[src/rtl/serial_operand_shifter_if.sv]
// Bundle between the operand shifter and its user (operand source plus serial adder).
// Carries the start/operand load request, the serial x/y bits and the frame status flags.
// SUM_CAPTURE_EN adds the adder sum input and the captured parallel sum outputs.
interface serial_operand_shifter_if #(
    parameter int N = 4
);
    logic         start;
    logic [N-1:0] a;
    logic [N-1:0] b;
    logic         ready;
    logic         x;
    logic         y;
    logic         busy;
    logic         last;
    logic         done;
`ifdef SUM_CAPTURE_EN
    logic         s;
    logic [N:0]   sum;
    logic         sum_valid;
`endif

`ifdef SUM_CAPTURE_EN
    // Requester side: operand source and the serial adder feeding s back.
    modport master (
        output start, a, b, s,
        input  ready, x, y, busy, last, done, sum, sum_valid
    );

    // Shifter side.
    modport slave (
        input  start, a, b, s,
        output ready, x, y, busy, last, done, sum, sum_valid
    );
`else
    // Requester side: operand source.
    modport master (
        output start, a, b,
        input  ready, x, y, busy, last, done
    );

    // Shifter side.
    modport slave (
        input  start, a, b,
        output ready, x, y, busy, last, done
    );
`endif
endinterface

[src/rtl/serial_operand_shifter.sv]
// Loads two N-bit operands on start and shifts them LSB-first to a serial adder, then one zero flush cycle.
// Latency: x/y show bit 0 one edge after the accepted start; frame is N SHIFT + 1 FLUSH cycles (period N+2 back-to-back).
// Backpressure: start is taken only while ready=1 (IDLE); start while busy is dropped, never queued.
// Optional feature macro: SUM_CAPTURE_EN (collects the adder's s bits into a parallel N+1 bit sum).
module serial_operand_shifter #(
    parameter int N = 4
) (
    input  logic                    clock,
    input  logic                    reset,
    serial_operand_shifter_if.slave bus
);
    localparam int CW = $clog2(N);

    typedef enum logic [1:0] {
        IDLE  = 2'd0,
        SHIFT = 2'd1,
        FLUSH = 2'd2
    } state_t;

    state_t        state;
    logic [N-1:0]  sa;
    logic [N-1:0]  sb;
    logic [CW-1:0] cnt;
    logic          ready_q;
    logic          busy_q;
    logic          last_q;
    logic          done_q;

    // x/y are the low bits of the shift registers; zero fill leaves them 0 in FLUSH and IDLE,
    // so the serial outputs come straight from flops with no path from start.
    assign bus.x     = sa[0];
    assign bus.y     = sb[0];
    assign bus.ready = ready_q;
    assign bus.busy  = busy_q;
    assign bus.last  = last_q;
    assign bus.done  = done_q;

    // Frame sequencer: load, N shifts, one flush cycle; status flags registered alongside the state.
    always_ff @(posedge clock or negedge reset) begin
        if (!reset) begin
            state   <= IDLE;
            sa      <= '0;
            sb      <= '0;
            cnt     <= '0;
            ready_q <= 1'b1;
            busy_q  <= 1'b0;
            last_q  <= 1'b0;
            done_q  <= 1'b0;
        end else begin
            case (state)
                IDLE: begin
                    if (bus.start) begin
                        sa      <= bus.a;
                        sb      <= bus.b;
                        cnt     <= '0;
                        state   <= SHIFT;
                        ready_q <= 1'b0;
                        busy_q  <= 1'b1;
                        last_q  <= 1'b0;
                    end
                end
                SHIFT: begin
                    sa     <= sa >> 1;
                    sb     <= sb >> 1;
                    cnt    <= cnt + 1'b1;
                    // last flags the cycle where cnt reaches N-1, i.e. the MSB on x/y
                    last_q <= (cnt == CW'(N - 2));
                    if (cnt == CW'(N - 1)) begin
                        // counter parks at 0 instead of wrapping past N-1
                        cnt    <= '0;
                        state  <= FLUSH;
                        last_q <= 1'b0;
                        done_q <= 1'b1;
                    end
                end
                FLUSH: begin
                    state   <= IDLE;
                    done_q  <= 1'b0;
                    busy_q  <= 1'b0;
                    ready_q <= 1'b1;
                end
                default: begin
                    state   <= IDLE;
                    ready_q <= 1'b1;
                    busy_q  <= 1'b0;
                    last_q  <= 1'b0;
                    done_q  <= 1'b0;
                end
            endcase
        end
    end

`ifdef SUM_CAPTURE_EN
    logic [N-1:0] col;
    logic [N:0]   sum_q;
    logic         sum_valid_q;

    assign bus.sum       = sum_q;
    assign bus.sum_valid = sum_valid_q;

    // Collect the adder's s bits MSB-first; the flush-cycle s is the carry-out and completes the sum.
    always_ff @(posedge clock or negedge reset) begin
        if (!reset) begin
            col         <= '0;
            sum_q       <= '0;
            sum_valid_q <= 1'b0;
        end else begin
            sum_valid_q <= 1'b0;
            if (state == SHIFT) begin
                col <= {bus.s, col[N-1:1]};
            end
            if (state == FLUSH) begin
                sum_q       <= {bus.s, col};
                sum_valid_q <= 1'b1;
            end
        end
    end
`endif

endmodule

[src/flat_wrapper.sv]
// flat-port wrapper written by rule: the top's interface ports become plain ports
module serial_operand_shifter_flat 
#(
    parameter int N = 4
)
  (clock, reset, bus_start, bus_a, bus_b, bus_ready, bus_x, bus_y, bus_busy, bus_last, bus_done);
  serial_operand_shifter_if #(.N(N)) bus_i ();
  input  logic clock;
  input  logic reset;
  input wire logic [$bits(bus_i.start)-1:0] bus_start;
  input wire logic [$bits(bus_i.a)-1:0] bus_a;
  input wire logic [$bits(bus_i.b)-1:0] bus_b;
  output wire logic [$bits(bus_i.ready)-1:0] bus_ready;
  output wire logic [$bits(bus_i.x)-1:0] bus_x;
  output wire logic [$bits(bus_i.y)-1:0] bus_y;
  output wire logic [$bits(bus_i.busy)-1:0] bus_busy;
  output wire logic [$bits(bus_i.last)-1:0] bus_last;
  output wire logic [$bits(bus_i.done)-1:0] bus_done;
  assign bus_i.start = bus_start;
  assign bus_i.a = bus_a;
  assign bus_i.b = bus_b;
  assign bus_ready = bus_i.ready;
  assign bus_x = bus_i.x;
  assign bus_y = bus_i.y;
  assign bus_busy = bus_i.busy;
  assign bus_last = bus_i.last;
  assign bus_done = bus_i.done;
  serial_operand_shifter #(.N(N)) u_core (.clock(clock), .reset(reset), .bus(bus_i));
endmodule
[config.mk]
export PLATFORM = sky130hd
export DESIGN_NAME = serial_operand_shifter_flat
export DESIGN_NICKNAME = d
export VERILOG_FILES = /design/src/rtl/serial_operand_shifter_if.sv /design/src/rtl/serial_operand_shifter.sv /design/src/flat_wrapper.sv
export SDC_FILE = /design/constraint.sdc
export NUM_CORES = 1
export LEC_CHECK = 0
export CORE_MARGIN = 3
export CORE_UTILIZATION = 48
export CTS_CLUSTER_DIAMETER = 30
export CTS_CLUSTER_SIZE = 20
export DETAILED_ROUTE_END_ITERATION = 10
export GPL_ROUTABILITY_DRIVEN = 0
export HOLD_SLACK_MARGIN = 0.12
export PLACE_DENSITY = 0.87
export RECOVER_POWER = 25
export REMOVE_ABC_BUFFERS = 1
export SETUP_SLACK_MARGIN = 0.2
export SYNTH_ARGS = -nofsm -noshare
export SYNTH_HDL_FRONTEND = slang
export SYNTH_SLANG_ARGS = --single-unit
[constraint.sdc]
create_clock -name clock -period 1.3 [get_ports clock]
set_input_delay 0.26 -clock clock [delete_from_list [all_inputs] [get_ports clock]]
set_output_delay 0.26 -clock clock [all_outputs]
set_load 0.01 [all_outputs]
==> flow_summary.ini, run 1 <==
[setup_path]
reg2reg_slack_ps = 160
reg2reg_depth = 4
path_delay_family = flip-flops
r2r-start = u_core.state[1]$_DFFE_PN0P_
crit_required_ps = 1040
crit_fanout = 2
crit_start = u_core.bus.ready$_DFFE_PN1P_
slowest_delay_ps = 550
end_kind = primary output
cp-start-kind = flip-flop
cp.arrival_ps = 940
cp_num_buf_inv = 1
slowest_stage = dfstp_2
path_class = flip-flop to primary output
r2r_end = u_core.sa[0]$_DFFE_PN0P_
path_cells = buf_6

[placement]
hpwl_um = 1200
dpl_cell_area_um2 = 981
portBuffers = 16

[hold_path]
hold_start = u_core.state[1]$_DFFE_PN0P_
hold_class = flip-flop to flip-flop
hold_end = u_core.bus.busy$_DFFE_PN0P_
whs_path_depth = 1

[power]
total_power_mw = 2.52
p_leak_nw = 0.485
p_per_area_nw_per_um2 = 2230
peakVddDrop_uv = 1220

[yosys]
ys_types = 19
synth-seq-area-share = 0.496
synth-seq-cells = 16
syn_avg_cell_area_um2 = 10.5
syn_inst = 77
syn_area_um2 = 810
synth_warnings = 0

[run_status]
status = finished, final reports clean

[timing]
maxSlewViolCount = 0
hold_violations = 0
setup_viol = 0
rsz0062_at_grt = true
tightest_slew_ps = 829
skew_ps = 1.92
maxSlewHeadroom = 0.447
layout_min_cycle_time_ps = 1200
finalCritPeriodShare = 0.921
fmax_mhz = 836

[floorplan]
fp.dieW_um = 47.1
coreArea_um2 = 1540
rows = 14
start_util = 0.525
die_area_um2 = 2220
die_height_um = 47.1
io_pins = 17

[detailed_routing]
post_drt_wl_per_cell_um = 16.2
ant_nets = 0
drc_errors = 0
avgViaCountPerCell = 5.69
drt_first_iter_violations = 13
drtPass1Iterations = 4
vias = 672
wirelength_um = 1920

[clock_tree]
h-tree-depth = 1
clkTransAtPathRegs_ps = 100
cts_root_buffer = clkbuf_4
clock_sinks = 16
cts_buffers = 3
clock_path_buffers = 2
clk_latency_ps = 290
tritoncts = built

[finish]
nNetsFinal = 116
antenna_cells = 0
utilization = 0.735
drive_gt1_frac = 0.431
layout_common_cells = dfrtp_1 (15), nor3_2 (11), clkdlybuf4s50_1 (8)
area_delta_synth_final_pct = 40.0
final_common_cell = dfrtp_1
stdcell_area_um2 = 1130

[flow_run]
max_cap_violations = 0

[grt]
grt_pass1_vias = 602
grt_overflow = 0
grt_max_degree = 17
antenna_found_initial = 0
grt_pass1_wl_um = 2750
grt.total_usage = 0.178
## registers in the layout, summed over array words and instances, names as in the netlist
register	count
u_core.bus.busy	1
u_core.bus.done	1
u_core.bus.last	1
u_core.bus.ready	1
u_core.cnt	2
u_core.sa	4
u_core.sb	4
u_core.state	2
## per-stage QoR
stage               setup TNS (ps)  instances  hold slack [ps]  worst slack [ps]
finish                           0        118              468               103
global route                     0        118              483              71.4
CTS                              0        115              282              97.1
detailed placement            -896        109              433              -132
global placement              -399        109              423             -68.6
floorplan                     -116         72            -35.6             -21.2
## logic make-up after synthesis
family          Yosys count  share of synthesized area
buf+inv                  10                     0.0804
simple gates             31                      0.267
compound gates           18                      0.125
flops                    16                      0.496
fa+ha+maj                 2                     0.0309
## layout make-up
cell class                      instances  area (um2)
Timing Repair Buffer                   26         223
Clock buffer                            4        36.3
Tap cell                               16        20.0
Sequential cell                        16         402
Inverter                                5        22.5
Multi-Input combinational cell         51         430
Fill cell                              96         408
## cells in the mapped netlist, drive strengths merged
cell type   n  area (um2)
nor3       18         150
dfrtp      15         375
o21ai       7        35.0
o22ai       7        43.8
nand2       6        22.5
buf         5        46.3
inv         5        18.8
a21oi       3        15.0
nand2b      3        26.3
nor2        3        11.3
ha          2        25.0
dfstp       1        26.3
nor2b       1        6.26
o31ai       1        7.51
## worst register-to-register path: stages, from the launching register on
cell	delay (ps)
dfrtp_1	410
buf_6	140
nand2b_4	230
nor3_4	210
nor3_2	50
## worst max-delay path by stage
stage / endpoint / slack [ps] / cells after the start
after floorplan: u_core.sa[0]$_DFFE_PN0P_ / -20 / 3
after global routing: bus_ready / 70 / 1
after CTS: bus_ready / 100 / 1
after detailed placement: u_core.sb[0]$_DFFE_PN0P_ / -130 / 4
after global placement: u_core.sb[1]$_DFFE_PN0P_ / -70 / 4
final: bus_ready / 100 / 1
## routing by layer
layer / routed length (um) / vias to the layer above / GRT usage
li1: - / 318 / -
met1: 760 / 319 / 0.252
met2: 991 / 29 / 0.268
met3: 118 / 6 / 0.0345
met4: 46 / 0 / 0.0663
met5: 0 / - / 0
## repair_timing
| action | CTS | global route |
|---|---|---|
| resized for setup | 33 | 15 |
| setup endpoints to repair | 14 | 17 |
| pin swaps | 0 | 4 |
| hold buffers | 0 | 0 |
| buffers inserted | 2 | 3 |
## where the power goes
part | switching, mW | internal, mW | total (mW)
Sequential | 0.179 | 0.731 | 0.909
Clock | 0.161 | 0.171 | 0.332
Combinational | 0.683 | 0.598 | 1.28
Total | 1.02 | 1.50 | 2.52
Note: power is estimated with default switching activity, not from simulation.
==> run 2, diff against run 1 <==
--- a/config.mk
+++ b/config.mk
@@ -5,6 +5,7 @@
 export SDC_FILE = /design/constraint.sdc
 export NUM_CORES = 1
 export LEC_CHECK = 0
+export ABC_CLOCK_PERIOD_IN_PS = 1300
 export CORE_MARGIN = 3
 export CORE_UTILIZATION = 48
 export CTS_CLUSTER_DIAMETER = 30
==> results of run 2 <==
Same layout as run 1: the final DEF is identical, and so are final timing and power.
